$ cat src/rtl/ysyx_041514_alu_mdu_ctrl.sv
// Sequences MUL/DIV ops between EX and the ALU: buffers results when EX is stalled and drains flushed ops.
// Latency: outputs are registered or decoded from registered state; capture is visible one cycle after the ready pulse.
module ysyx_041514_alu_mdu_ctrl #(
    parameter int XLEN  = 64,
    parameter int CNT_W = 32
) (
    input  logic             clk,
    input  logic             rst,
    input  logic             ex_valid_i,
    input  logic             mdu_op_i,
    input  logic             alu_data_ready_i,
    input  logic [XLEN-1:0]  alu_out_i,
    input  logic             ex_advance_i,
    input  logic             flush_i,
    output logic             buff_valid_o,
    output logic [XLEN-1:0]  buff_data_o,
    output logic             issue_block_o,
    output logic             busy_o,
    output logic [CNT_W-1:0] perf_cycles_o,
    output logic [CNT_W-1:0] perf_ops_o
);

    typedef enum logic [1:0] {
        S_IDLE  = 2'd0,
        S_WAIT  = 2'd1,
        S_HOLD  = 2'd2,
        S_DRAIN = 2'd3
    } state_t;

    state_t state;
    state_t state_nxt;

    logic credit;
    logic capture;

    // A result only counts when it lands for an instruction that was not flushed.
    assign credit  = (state == S_WAIT) && alu_data_ready_i && !flush_i;
    assign capture = credit && !ex_advance_i;

    always_ff @(posedge clk or posedge rst) begin
        if (rst) begin
            state <= S_IDLE;
        end else begin
            state <= state_nxt;
        end
    end

    always_comb begin
        state_nxt = state;
        case (state)
            S_IDLE: begin
                if (ex_valid_i && mdu_op_i) begin
                    state_nxt = flush_i ? S_DRAIN : S_WAIT;
                end
            end
            S_WAIT: begin
                if (flush_i && alu_data_ready_i) begin
                    state_nxt = S_IDLE;
                end else if (flush_i) begin
                    state_nxt = S_DRAIN;
                end else if (alu_data_ready_i) begin
                    state_nxt = ex_advance_i ? S_IDLE : S_HOLD;
                end
            end
            S_HOLD: begin
                if (flush_i || ex_advance_i) begin
                    state_nxt = S_IDLE;
                end
            end
            S_DRAIN: begin
                if (alu_data_ready_i) begin
                    state_nxt = S_IDLE;
                end
            end
            default: state_nxt = S_IDLE;
        endcase
    end

    always_comb begin
        buff_valid_o  = (state == S_HOLD);
        issue_block_o = (state == S_DRAIN);
        busy_o        = (state != S_IDLE);
    end

    // Buffer keeps its last capture after release; only a new capture or reset changes it.
    always_ff @(posedge clk or posedge rst) begin
        if (rst) begin
            buff_data_o <= '0;
        end else if (capture) begin
            buff_data_o <= alu_out_i;
        end
    end

    always_ff @(posedge clk or posedge rst) begin
        if (rst) begin
            perf_cycles_o <= '0;
            perf_ops_o    <= '0;
        end else begin
            if (((state == S_WAIT) || (state == S_DRAIN)) && (perf_cycles_o != '1)) begin
                perf_cycles_o <= perf_cycles_o + 1'b1;
            end
            if (credit && (perf_ops_o != '1)) begin
                perf_ops_o <= perf_ops_o + 1'b1;
            end
        end
    end

endmodule

$ cat config.mk
export PLATFORM = sky130hd
export DESIGN_NAME = ysyx_041514_alu_mdu_ctrl
export DESIGN_NICKNAME = d
export VERILOG_FILES = /design/src/rtl/ysyx_041514_alu_mdu_ctrl.sv
export SDC_FILE = /design/constraint.sdc
export NUM_CORES = 1
export LEC_CHECK = 0
export BUFFER_PORTS_ARGS = -buffer_cell sky130_fd_sc_hd__buf_2
export CORE_UTILIZATION = 53
export CTS_CLUSTER_DIAMETER = 80
export DETAILED_ROUTE_END_ITERATION = 7
export GPL_TIMING_DRIVEN = 0
export PLACE_DENSITY = 0.81
export SLEW_MARGIN = 20
export SYNTH_ARGS = -nofsm -noshare
export SYNTH_HDL_FRONTEND = slang
export SYNTH_SLANG_ARGS = --single-unit
$ cat constraint.sdc
create_clock -name clk -period 7.7 [get_ports clk]
set_input_delay 0.77 -clock clk [delete_from_list [all_inputs] [get_ports clk]]
set_output_delay 0.77 -clock clk [all_outputs]
set_load 0.01 [all_outputs]
======== Yosys cells after proc, flatten, opt, wreduce, memory -nomap -nowiden ========
Cells that the tools add are included.
storage, ports and cells
  bits in registers ....................... 130
  output and inout bits ................... 131
operators by class
  equal/unequal tests ..................... 9
  $add $sub $neg .......................... 2
  multiplexer cells ....................... 9
  reduce and logical (&&, ||, !) cells .... 14
operators with widths
  cell                     number
  $add A32 B1 Y32 const B  2
  $ne A32 B32 Y1 const B   2
  $mux W2                  8
  $pmux W2 S4              1
  $logic_and A1 B1 Y1      7
  $eq A2 B2 Y1 const B     2
  $ne A2 B2 Y1 const B     2
  $ne A4 B3 Y1 const B     1
  $reduce_and A4 Y1        1
  $eq A2 B1 Y1 const B     1
  $logic_not A1 Y1         2
  $logic_not A2 Y1         1
  $logic_or A1 B1 Y1       2
  $ne A2 B1 Y1 const B     1
  $reduce_bool A2 Y1       1

======== Depth between registers and ports, before layout ========
  word-level depth ........................ 5
  mapped depth ............................ 7
  gate-level depth less buffers ........... 6

======== Worst setup path after synthesis ========
Ideal clock, no wire load.
  kind .................................... input to register
  start ................................... in alu_data_ready_i
  end ..................................... reg buff_data_o[0]
  library setup time ...................... 125 ps
  path slack .............................. 5374 ps
  stages on the path ...................... 5
  required time ........................... 7575 ps
  data arrival time ....................... 2201 ps
  cell sequence ........................... nor4bb_1 -> nor2b_1 -> clkbuf_1 -> buf_2 -> mux2_2
on the way
  cells in the longest elaborated chain, start to end .. 3
RTL lines
  what                              RTL line  RTL
  start, declared                   11        input logic alu_data_ready_i,
  $logic_and A1 B1 Y1 (2 in a row)  37        assign credit = (state == S_WAIT) && alu_data_ready_i && !flush_i;
  $logic_and A1 B1 Y1               38        assign capture = credit && !ex_advance_i;
  end signal, assigned              90        buff_data_o <= alu_out_i;
  end, declared                     16        output logic [XLEN-1:0] buff_data_o,
Every way passes these cells.
A chain may end at the register's enable or synchronous reset.

======== Worst setup path in the final report ========
  start ................................... reg state[1]
  end ..................................... reg buff_data_o[63]
on the way
  cells in the longest elaborated chain, start to end .. 4
RTL lines
  what                              RTL line  RTL
  start, declared                   30        state_t state;
  start signal, assigned            44        state <= state_nxt;
  $eq A2 B1 Y1                      37
  $logic_and A1 B1 Y1 (2 in a row)  37
  $logic_and A1 B1 Y1               38
Every way passes these cells.

==> summary.txt <==
CTS Buffer Depth: 2
Nets: 732
Core ar.: 10230 um^2
Mapped Cells: 438
Reg-to-Reg Start: state[1]$_DFFE_PP0P_
Largest net degree at the start of global routing: 83
Number of buffers and inverters on the critical path: 2
Worst setup path class: flip-flop to flip-flop
Setup Total Neg Slack: 0 ns
Worst setup SP type: flip-flop
Critical Path Sink Type: flip-flop
Initial DRC Count: 209
# fillers: 745
CTS Buf Count: 17
Worst EP arrival: 2.95 ns
CP startpoint: state[1]$_DFFE_PP0P_
Layout cells sized above 1: 47.02%
Global-route wire length before repair: 21530 um
# IOs: 202
Routed Antenna Nets: 0
Synthesized area: 5567 um^2
RR Endpoint: buff_data_o[63]$_DFFE_PP0P_
GR Util All Layers: 25.57%
Chip height: 104.5 um
Crit path max-delay family: simple AND/OR/NAND/NOR gates
Fin Hold WS: 0.2825 ns
Max-cap violations: 0
Hold Violations, Final: 0
Worst-path clk slew: 0.06 ns
Post-DP HPWL: 9811 um
CTS hold repair buffers: 0
Via count: 4340
CTS sink count: 130
Setup bufs post-CTS: 0
Placer's final routability congestion estimate: 0.7990
Congestion Overflow GR: 0
Gates resized, CTS repair: 0
Status: finished clean
# diodes: 0
Commonest non-fill, non-tap cell in the layout: buf_2
Worst VDD drop: 179.0 uV
#FFs+latches synth: 130
CTS tree: done
Slew Limit Fails: 0
CP max-delay cell: nor4bb_1
TritonRoute pass-1 iters: 6
Reg2Reg Depth: 5
Final min period: 2.549 ns
Leakage: 3.769 nW
Worst skew pair latency: 0.52 ns
Power Density: 314.2 nW/um^2
Initial core utilization: 54.41%
DR vias/cell: 5.371
Port Buffer Count: 201
Ys async rst share: 100.0%
Drt drc: 0
Worst Tran Pin Value: 0.8234 ns
Die Wd: 104.5 um
Worst slew margin: 44.60%
CTS Root Cell: clkbuf_8
Post-synthesis cell type count: 41
Wire length per cell: 16.37 um
Synth Net Count: 511
Synth Flop Type: dfrtp_1
Die area: 10920 um^2
P&R area growth vs syn: 32.64%
Synth Warn #: 0
H-tree Lvls: 4
Number of global-route vias before repair: 4227
Number of synthesized flops with an enable pin: 0
Final wirelength: 13230 um
CP peak stage delay: 0.57 ns
Fmax: 0.3923 GHz
Synth Area per Inst: 12.71 um^2
Min-Delay Path Class: primary input to async pin
Final Cycle Share: 33.10%
Most frequent cells in the layout: buf_2, dfrtp_1, mux2_2
Post-synthesis sequential area ratio: 58.44%
Row count: 37
RSZ-0062 raised after global routing: false
Clock skew: 0.008435 ns
Setup Viol. Count Final: 0
CP Cell Sequence: nor4bb_1, nor2b_1, clkbuf_1, buf_2, mux2_2
Reg2Reg Setup Slack: 5.15 ns
Initial antenna violation count: 0
Worst-path maximum fanout: 10
Crit path required time: 8.10 ns
-- flip-flops by register name (all words and copies together), names as in the netlist --
signal	flops
state	2
perf_cycles_o	32
buff_data_o	64
perf_ops_o	32
-- layer usage --
| layer | vias up | share of wire (%) | GRT usage [%] |
|---|---|---|---|
| met2 | 167 | 50 | 41.53 |
| met5 | - | 0 | 0 |
| met4 | 0 | 2.1 | 11.02 |
| li1 | 2019 | - | - |
| met1 | 2128 | 42 | 33.45 |
| met3 | 26 | 5.5 | 5.075 |
-- stage by stage --
stage	area, um^2	power, mW	instances	utilization (%)	worst slack [ns]
after floorplan	5567	1.259	438	-	3.461
after global placement	6743	1.494	775	65.90	2.245
after detailed placement	6775	1.526	776	66.22	4.660
after CTS	7383	2.344	808	72.17	5.130
after global routing	7383	2.431	808	72.17	4.921
final	7383	2.320	808	72.17	5.151
-- where the power goes --
group | switching (mW) | internal (mW) | leakage (nW)
clock | 0.303 | 0.506 | 0.292
sequential | 0.110 | 0.858 | 1.72
combinational | 0.267 | 0.276 | 1.76
-- Yosys cell counts (5+ instances only) --
master / n / area share [%]
nand3_1: 23 / 2.1
nand2_1: 28 / 1.9
inv_1: 6 / 0.40
nand4_1: 28 / 3.1
xnor2_1: 48 / 7.6
and2_1: 6 / 0.67
buf_2: 6 / 0.54
mux2_2: 65 / 13
nor2_1: 16 / 1.1
and3_1: 11 / 1.2
dfrtp_1: 130 / 58
nor3_1: 8 / 0.72
and4_1: 5 / 0.79
xor2_1: 14 / 2.2
-- kinds of logic after synthesis --
kind of cell | Yosys count | synth area share (%)
flops | 130 | 58.44
fa+ha+maj | 2 | 0.4495
mux | 65 | 13.15
xor+xnor | 62 | 9.755
compound gates | 14 | 1.888
simple gates | 148 | 14.77
buf+inv | 17 | 1.551
-- worst max-delay path by stage --
stage | end | slack, ns | cells after the start
4_1_cts | buff_data_o[12]$_DFFE_PP0P_ | 5.13 | 5
3_5_place_dp | buff_data_o[31]$_DFFE_PP0P_ | 4.66 | 6
2_1_floorplan | buff_data_o[0]$_DFFE_PP0P_ | 3.46 | 1
6_report | buff_data_o[63]$_DFFE_PP0P_ | 5.15 | 5
5_1_grt | buff_data_o[31]$_DFFE_PP0P_ | 4.92 | 5
3_3_place_gp | perf_cycles_o[14]$_DFFE_PP0P_ | 2.24 | 2
-- cell type report --
type	count	area (um^2)	share of cell area, %
repair buffers	202	1033	14.00
plain buffers	11	63.81	0.8643
multi-input cells	291	2227	30.16
flip-flops and latches	130	3253	44.06
clock inverters	14	180.2	2.440
well taps	136	170.2	2.305
inverters	6	27.53	0.3728
clock buffers	18	427.9	5.796
(Power assumes the default switching activity.)
